--- config.mk ---
export PLATFORM = sky130hd
export DESIGN_NAME = lector_contadores
export DESIGN_NICKNAME = d
export VERILOG_FILES = /design/src/rtl/lector_contadores.sv
export SDC_FILE = /design/constraint.sdc
export NUM_CORES = 1
export LEC_CHECK = 0
export BUFFER_PORTS_ARGS = -buffer_cell sky130_fd_sc_hd__buf_2
export CORE_MARGIN = 1
export CORE_UTILIZATION = 40
export CTS_BUF_LIST = sky130_fd_sc_hd__clkbuf_16
export CTS_CLUSTER_SIZE = 12
export DETAILED_ROUTE_END_ITERATION = 10
export PLACE_DENSITY = 0.73
export SYNTH_ARGS = -nofsm -noshare
export SYNTH_HDL_FRONTEND = slang
export SYNTH_SLANG_ARGS = --single-unit
--- constraint.sdc ---
create_clock -name clk -period 1.64 [get_ports clk]
set_clock_uncertainty 0.05 [all_clocks]
set_input_delay 0.328 -clock clk [delete_from_list [all_inputs] [get_ports clk]]
set_output_delay 0.328 -clock clk [all_outputs]
set_load 0.03 [all_outputs]
--- src/rtl/lector_contadores.sv ---
// lector_contadores: sweeps counter indices 0..NUM_CNT-1 over a req/valid
// readout link and captures each reply into its own output register.
//
// Ports:
//   clk       rising-edge clock
//   reset_L   asynchronous active-low reset
//   start     one-cycle sweep request (ignored unless idle)
//   valid     responder reply strobe, qualifies data_in
//   data_in   returned count word
//   req       one-cycle request strobe to the responder
//   idx       index being requested, stable from REQ through WAIT
//   cnt_0..4  captured count per index
//   busy      high while a sweep is in REQ/WAIT
//   done      one-cycle pulse when a sweep ends (normal or aborted)
//   err       sticky timeout flag, cleared by the next accepted start
module lector_contadores #(
    parameter int NUM_CNT = 5,
    parameter int WIDTH   = 5,
    parameter int IDX_W   = 3,
    parameter int TIMEOUT = 8
) (
    input  logic             clk,
    input  logic             reset_L,
    input  logic             start,
    input  logic             valid,
    input  logic [WIDTH-1:0] data_in,
    output logic             req,
    output logic [IDX_W-1:0] idx,
    output logic [WIDTH-1:0] cnt_0,
    output logic [WIDTH-1:0] cnt_1,
    output logic [WIDTH-1:0] cnt_2,
    output logic [WIDTH-1:0] cnt_3,
    output logic [WIDTH-1:0] cnt_4,
    output logic             busy,
    output logic             done,
    output logic             err
);

    typedef enum logic [1:0] {
        IDLE,
        REQ,
        WAIT,
        DONE
    } state_t;

    // timer only needs to reach TIMEOUT-1
    localparam int TW = $clog2(TIMEOUT);
    localparam logic [IDX_W-1:0] LAST = IDX_W'(NUM_CNT - 1);
    localparam logic [TW-1:0]    TMAX = TW'(TIMEOUT - 1);

    state_t           state_q, state_d;
    logic [IDX_W-1:0] idx_q, idx_d;
    logic [TW-1:0]    timer_q, timer_d;
    logic             err_q, err_d;
    logic             cap;
    logic [WIDTH-1:0] cnt_q [NUM_CNT];
    logic [WIDTH-1:0] cnt_o [5];

    always_ff @(posedge clk or negedge reset_L) begin
        if (!reset_L) begin
            state_q <= IDLE;
            idx_q   <= '0;
            timer_q <= '0;
            err_q   <= 1'b0;
        end else begin
            state_q <= state_d;
            idx_q   <= idx_d;
            timer_q <= timer_d;
            err_q   <= err_d;
        end
    end

    always_comb begin
        state_d = state_q;
        idx_d   = idx_q;
        timer_d = '0;
        err_d   = err_q;
        cap     = 1'b0;
        unique case (state_q)
            IDLE: begin
                if (start) begin
                    state_d = REQ;
                    idx_d   = '0;
                    err_d   = 1'b0;
                end
            end
            REQ: begin
                state_d = WAIT;
            end
            WAIT: begin
                // a reply on the last timer cycle still wins
                if (valid) begin
                    cap = 1'b1;
                    if (idx_q == LAST) begin
                        state_d = DONE;
                        idx_d   = '0;
                    end else begin
                        state_d = REQ;
                        idx_d   = idx_q + 1'b1;
                    end
                end else if (timer_q == TMAX) begin
                    err_d   = 1'b1;
                    state_d = DONE;
                    idx_d   = '0;
                end else begin
                    timer_d = timer_q + 1'b1;
                end
            end
            DONE: begin
                state_d = IDLE;
                idx_d   = '0;
            end
            default: begin
                state_d = IDLE;
                idx_d   = '0;
            end
        endcase
    end

    always_comb begin
        req  = (state_q == REQ);
        busy = (state_q == REQ) || (state_q == WAIT);
        done = (state_q == DONE);
        idx  = idx_q;
        err  = err_q;
    end

    always_ff @(posedge clk or negedge reset_L) begin
        if (!reset_L) begin
            for (int i = 0; i < NUM_CNT; i++) begin
                cnt_q[i] <= '0;
            end
        end else begin
            for (int i = 0; i < NUM_CNT; i++) begin
                if (cap && idx_q == IDX_W'(i)) begin
                    cnt_q[i] <= data_in;
                end
            end
        end
    end

    for (genvar k = 0; k < 5; k++) begin : g_out
        if (k < NUM_CNT) begin : g_used
            assign cnt_o[k] = cnt_q[k];
        end else begin : g_zero
            assign cnt_o[k] = '0;
        end
    end

    assign cnt_0 = cnt_o[0];
    assign cnt_1 = cnt_o[1];
    assign cnt_2 = cnt_o[2];
    assign cnt_3 = cnt_o[3];
    assign cnt_4 = cnt_o[4];

endmodule

# Word-level counts from Yosys, hierarchy flattened
# Cells that the tools add are included.
[word_totals]
regBits = 34
wordCells = 55
in_bits = 9
[op_classes]
muxes = 19
n_eq_ne = 12
reduce_logical = 13
n_addsub = 2
[op_table]
columns = ["operator", "n"]
rows = [
  ["3-bit 2-to-1 mux", 7],
  ["3-bit one-hot mux with 3 select lines", 1],
  ["2-bit 2-to-1 mux", 4],
  ["2-bit one-hot mux with 4 select lines", 1],
  ["3-bit by 1-bit adder with 3-bit output, second input constant", 2],
  ["3-bit by 2-bit == test with 1-bit output, second input constant", 2],
  ["3-bit == test, second input constant", 2],
  ["2-bit inequality test, second input constant", 3],
  ["1-bit logical AND", 5],
  ["1-bit 2-to-1 mux", 5],
  ["2-bit == test, second input constant", 2],
  ["4-bit AND reduction", 1],
  ["3-bit by 1-bit == test with 1-bit output, second input constant", 1],
  ["3-bit logical NOT", 1],
  ["3-bit inequality test, second input constant", 1],
  ["3-bit AND reduction", 1],
  ["3-bit nonzero test", 1],
  ["2-bit by 1-bit == test with 1-bit output, second input constant", 1],
  ["2-bit logical NOT", 1],
  ["1-bit one-hot mux with 2 select lines", 1],
  ["2-bit AND reduction", 1],
  ["2-bit nonzero test", 1],
  ["1-bit logical OR", 1],
]

# Depth between registers and ports, before layout
# Gate-level depths: netlist of the first run.
[depth]
depth_word = 4
depth_mapped = 6
depth_no_buf = 5

# Worst setup path after synthesis of the first run
# Ideal clock, no wire load.
[synth_timing]
path_type = "register to register"
startpoint = "reg idx_q[0], in the netlist idx[0]"
endpoint = "reg idx_q[2], in the netlist idx[2]"
path_stages_with_launch = 6
setup_slack_ns = 0.028
path_buffers = 0
arrival_time_ns = 1.483
period_less_slack_ns = 1.612
path_cell_list = "dfrtp_1 > inv_1 > ha_1 > nand2_1 > or3b_1 > mux2i_1"
[synth_between]
elab_chain_cells = 4
elab_cells_between_ends = 5
cone_classes = "add/sub (1); eq/ne (1); mux (3)"
[synth_rtl]
columns = ["item", "line_no", "text"]
rows = [
  ["start: declaration", "52", "logic [IDX_W-1:0] idx_q, idx_d;"],
  ["start signal: assignment", "67", "idx_q <= idx_d;"],
  ["3-bit by 1-bit adder with 3-bit output or 3-bit == test (tied branches)", "99, 94", ""],
  ["3-bit 2-to-1 mux *", "94", "if (idx_q == LAST) begin"],
  ["3-bit 2-to-1 mux *", "92", "if (valid) begin"],
  ["3-bit one-hot mux with 3 select lines *", "79", "unique case (state_q)"],
]
# Mark *: on every way between the ends. The rest lies on a longest branch, timed or not.
# A chain may end at the register's enable or synchronous reset.

# Worst setup path in the final report of the first run
[layout_timing]
startpoint = "reg timer_q[0]"
endpoint = "reg state_q[1]"
[layout_between]
elab_chain_cells = 3
[layout_rtl]
columns = ["item", "line_no", "text"]
rows = [
  ["start: declaration", "53", "logic [TW-1:0] timer_q, timer_d;"],
  ["start signal: assignment", "68", "timer_q <= timer_d;"],
  ["3-bit == test", "101", "end else if (timer_q == TMAX) begin"],
  ["3-bit inequality test (no line)", "--", ""],
  ["2-bit AND reduction (no line)", "--", ""],
  ["end signal: assignment", "66", "state_q <= state_d;"],
  ["end: declaration", "51", "state_t state_q, state_d;"],
]
# No other way between the ends.

==> results of run 1 <==
-- stage by stage --
stage / hold WS [ns] / TNS (ns) / std cells / power, mW
after floorplan: -0.0176 / 0 / 106 / 1.95
after global placement: 0.320 / 0 / 199 / 2.26
after detailed placement: 0.331 / -0.00368 / 199 / 2.31
after CTS: 0.0352 / 0 / 210 / 3.57
after global routing: 0.0606 / -0.326 / 211 / 3.76
final: 0.0180 / 0 / 211 / 3.59
-- state kept, by name (all words and copies together) (netlist names) --
signal,flops
state_q,2
idx,3
err,1
timer_q,3
cnt_4,5
cnt_1,5
cnt_3,5
cnt_0,5
cnt_2,5
-- path summary, 6_finish.rpt --
check,end,slack [ns],depth (start not counted)
worst min register to register,cnt_2[1]$_DFFE_PN0P_,0.45,1
worst max register to register,state_q[1]$_DFFE_PN0P_,0.05,5
worst max-delay path,state_q[1]$_DFFE_PN0P_,0.05,5
worst min-delay path,cnt_1[0]$_DFFE_PN0P_,0.02,2
min in group clk,cnt_2[4]$_DFFE_PN0P_,0.30,2
max in group asynchronous,state_q[0]$_DFFE_PN0P_,1.22,2
-- power by group --
| part | internal [mW] | switching (mW) | leakage [nW] |
|---|---|---|---|
| clock | 0.872 | 0.352 | 0.0940 |
| sequential | 1.01 | 0.0895 | 0.458 |
| combinational | 0.499 | 0.765 | 0.602 |
-- worst max-delay path, stage by stage (launching register included) --
cell and delay [ns]:
dfrtp_1 0.39, ha_1 0.21, ha_2 0.19, nor3b_4 0.24, nor2_2 0.07, a221o_1 0.32
-- layout make-up --
cell class | count | area (um2) | area share (%)
Tap cell | 48 | 60.1 | 2.91
Multi-Input combinational cell | 65 | 657 | 31.8
Timing Repair Buffer | 51 | 283 | 13.7
Sequential cell | 34 | 851 | 41.2
Inverter | 5 | 18.8 | 0.910
Clock inverter | 3 | 68.8 | 3.34
Clock buffer | 5 | 125 | 6.06
-- cell families after synthesis --
family,after synthesis
flops,34
buf+inv,7
compound gates,5
mux,28
fa+ha+maj,11
simple gates,21
-- layout by cell type, fill, tap and decap left out, types with 2 or more instances in the layout --
cell / count
and3b_1: 3
nand4_1: 2
ha_1: 9
nand4_2: 2
o22a_1: 2
mux2i_1: 3
mux2_2: 25
dfrtp_1: 34
buf_4: 11
bufinv_16: 2
ha_2: 2
buf_2: 40
nand2_1: 5
clkbuf_16: 5
inv_1: 5
-- routing by layer --
metal | part of all wire, % | global-route usage (%)
met2 | 50 | 26.7
met4 | 2.0 | 9.38
met1 | 44 | 20.0
met5 | 0 | 0
met3 | 3.5 | 5.07
-- what timing repair did --
item                                    CTS  global route
gates cloned                              0             0
pin swaps                                 3             2
gates resized for setup                   1             5
endpoints found under the setup margin    1            26
setup buffers                             3             1
hold endpoints to repair                  0             0
==> impl_metrics.toml, run 1 <==
[power_and_ir_drop]
peakVddDrop_mv = 0.759
leakage_nw = 1.15
power_density_nw_per_um2 = 1740

[setup_path]
startpoint = "timer_q[0]$_DFF_PN0_"
cp_data_required_time_ns = 1.74
critPathCaptureType = "register"
timing.rr.start = "timer_q[0]$_DFF_PN0_"
cp-start-kind = "register"
crit_type = "reg2reg"
crit_fanout = 3
cp.arrival_ns = 1.69

[status]
violations = "DRC"
status = "complete, but fails checks"

[sta]
relSlewSlack_pct = 72.0
clock.fmax_ghz = 0.631
rsz0062_at_grt = "yes"
worst_slack_ns = 0.0541
hold_violations = 0
fin_crit_ns = 1.59
slew_viol_final = 0
post-route-period-util_pct = 96.7
worstMarginPinSlew_ns = 0.420
setup_violations = 0

[floorplanning]
die_h_um = 63.7
io_pins = 41
coreArea_um2 = 3660
die_x_um = 63.7
start_util_pct = 41.5
die_area_um2 = 4050
rows = 22

[cts]
clk_latency_ns = 0.28
htree_levels = 2
clk_path_buf_depth = 2
clkTransAtPathRegs_ns = 0.05
cts_root_buffer = "clkbuf_16"
cts_hold_repair.buffers = 0
cts-buffers-inserted = 5
cts_tree = "done"
clock-sinks = 34

[logic_synthesis]
synth.most_common_cell = "dfrtp_1"
ys_async_sr_fraction_pct = 100
ys_ff_latch = 34
synth_enable_flop_cells = 0
synth_area_um2 = 1520
yosys.area_share.simple_pct = 9.63
synthesis.nets = 126
synth.area.mux_share_pct = 20.5
synthesis.instances = 106
synth_top_family_by_area = "multiplexers"
yosysTopAreaCell = "dfrtp_1"
avgSynthCellArea_um2 = 14.3
yosys_warnings = 0
synthAdderAreaFrac_pct = 9.05
synth_compound_area_share_pct = 2.63
synth_common_cells = "dfrtp_1, mux2_2, ha_1, inv_1, nand2_1"
synthFlopType = "dfrtp_1"
synth_top_area_share_pct = 56.0
synth_area_leaders = "dfrtp_1, mux2_2, ha_1"
seq_area_frac_synth_pct = 56.0
synth-xor-area-share_pct = 0
ys_types = 21

[grt]
antenna_found_initial = 0
grt_usage_pct = 16.8
grt_overflow = 0
grt_first_pass_wirelength_um = 4970
grt_pass1_vias = 1061
grt_max_degree = 35

[detailed_routing]
dr.pass1.iters = 9
via_per_inst = 4.96
num_vias = 1046
routed_wl_um = 3020
drtIter0Drc = 38
drc = 1
avgRoutedWirePerCell_um = 14.3
ant_nets = 0

[finish]
fillCellCount = 300
final_nets = 182
area_delta_synth_final_pct = 35.7
final_util_pct = 56.4
drive_gt1_share_pct = 56.4
antenna_cells = 0
stdcell_area_um2 = 2060

[hold_path]
worstHoldPathType = "in2async"

[place]
place_congestion = 0.735
dpl.hpwl_um = 2220
dpl_cell_area_um2 = 1820
place_ws_ns = -0.00368
io_buffers = 40

[flow_run]
drv_cap = 0
Note: power is estimated with default switching activity, not from simulation.
==> inputs of run 2 (changes only) <==
--- a/config.mk
+++ b/config.mk
@@ -6,10 +6,12 @@
 export NUM_CORES = 1
 export LEC_CHECK = 0
 export BUFFER_PORTS_ARGS = -buffer_cell sky130_fd_sc_hd__buf_2
+export CAP_MARGIN = 5
+export CORE_ASPECT_RATIO = 0.5
 export CORE_MARGIN = 1
 export CORE_UTILIZATION = 40
 export CTS_BUF_LIST = sky130_fd_sc_hd__clkbuf_16
-export CTS_CLUSTER_SIZE = 12
+export CTS_CLUSTER_SIZE = 16
 export DETAILED_ROUTE_END_ITERATION = 10
 export PLACE_DENSITY = 0.73
 export SYNTH_ARGS = -nofsm -noshare
==> impl_metrics.toml, run 2 (same netlist as run 1, synthesis figures left out) <==
[sta]
hold_violations = 0
relSlewSlack_pct = 72.0
worst_slack_ns = 0.0390
fin_crit_ns = 1.60
slew_viol_final = 0
post-route-period-util_pct = 97.6
tns_ns = 0
clock.fmax_ghz = 0.625
holdWs_ns = 0.0201
worstMarginPinSlew_ns = 0.420
setup_violations = 0
rsz0062_at_grt = "yes"

[detailed_routing]
drc = 0
drtIter0Drc = 51
avgRoutedWirePerCell_um = 13.9
num_vias = 1008
dr.pass1.iters = 4
routed_wl_um = 2980
ant_nets = 0
via_per_inst = 4.71

[cts]
clock-sinks = 34
clk_path_buf_depth = 2
cts_root_buffer = "clkbuf_16"
clk_latency_ns = 0.27
clkTransAtPathRegs_ns = 0.05
htree_levels = 2
cts_hold_repair.buffers = 0
cts-buffers-inserted = 5
cts_tree = "done"

[setup_path]
cp_data_required_time_ns = 1.26
max_stage_delay_ns = 0.42
r2r_cells = 5
critPathCaptureType = "output port"
path_cells = "inv_1, ha_1, buf_4"
cp_top_family = "flip-flops"
critPathSlowestCell = "dfrtp_1"
crit_fanout = 4
cp-start-kind = "register"
cp_num_cells = 3
crit_type = "reg2out"
cp.arrival_ns = 1.22
critPathBufInv = 2

[finish]
final_util_pct = 58.8
area_delta_synth_final_pct = 36.4
layout_commonest_cell = "buf_2"
fillCellCount = 304
stdcell_area_um2 = 2070
final_nets = 182
layout_common_cells = "buf_2, dfrtp_1, mux2_2"
antenna_cells = 0
drive_gt1_share_pct = 58.3
final_cells = 214

[floorplanning]
die_area_um2 = 4070
io_pins = 41
start_util_pct = 43.1
die_x_um = 89.2
die_h_um = 45.6
coreArea_um2 = 3530
rows = 15

[grt]
met1_usage_pct = 21.4
grt_usage_pct = 16.6
grt_overflow = 0
grt_first_pass_wirelength_um = 4740
grt.met2_usage_pct = 25.8
antenna_found_initial = 0
grt_pass1_vias = 978
grt_busiest_layer = "met2"
grt_max_degree = 35
gr-usage-met3_pct = 5.43

[hold_path]
worstHoldPathType = "in2async"

[power_and_ir_drop]
power_mw = 3.54
leakage_nw = 1.13
power_density_nw_per_um2 = 1710
peakVddDrop_mv = 0.507

[place]
place_congestion = 0.717
placed_cells = 205
dpl.hpwl_um = 2210
place_ws_ns = -0.00789
dpl_cell_area_um2 = 1840
io_buffers = 40

[status]
status = "finished clean"

[flow_run]
drv_cap = 0
[run 2: changes by cell type in the layout (fill, tap and decap cells not counted), sizes merged]
cell | previous run | this run
clkinv | 1 | 0
bufinv | 2 | 1
clkinvlp | 0 | 2
[run 2: where the power goes]
group	switching, mW	leakage, nW	internal, mW
clock network	0.343	0.0760	0.715
logic	0.784	0.592	0.588
registers	0.0995	0.458	1.01
total	1.23	1.13	2.31
[run 2: layout make-up]
type / instances / area (um2) / area share, %
tap: 51 / 63.8 / 3.08
inverter: 5 / 18.8 / 0.905
clock buffer: 5 / 125 / 6.03
multi-input combinational: 65 / 678 / 32.7
timing repair buffer: 51 / 292 / 14.1
clock inverter: 3 / 45.0 / 2.17
sequential: 34 / 851 / 41.0
[run 2: path summary, 6_finish.rpt]
check / from / end / slack [ns]
hold / removal: reset_L / timer_q[1]$_DFF_PN0_ / 0.02
setup reg to reg: timer_q[0]$_DFF_PN0_ / state_q[1]$_DFFE_PN0P_ / 0.06
setup / recovery: state_q[1]$_DFFE_PN0P_ / req / 0.04
max in group asynchronous: reset_L / cnt_3[1]$_DFFE_PN0P_ / 1.22
hold reg to reg: cnt_0[0]$_DFFE_PN0P_ / cnt_0[0]$_DFFE_PN0P_ / 0.45
min in group clk: data_in[3] / cnt_3[3]$_DFFE_PN0P_ / 0.29
[run 2: what timing repair did]
action                     4_1_cts  5_1_grt
setup endpoints to repair        6       23
resized for setup                4        9
pin swaps                        0        1
setup buffers                    0        1
[run 2: per-layer routing]
layer / wire (um) / part of all wire [%] / up-vias
met4: 36 / 1.2 / 0
li1: - / - / 490
met3: 105 / 3.5 / 5
met5: 0 / 0 / -
met1: 1340 / 45 / 498
met2: 1500 / 50 / 15
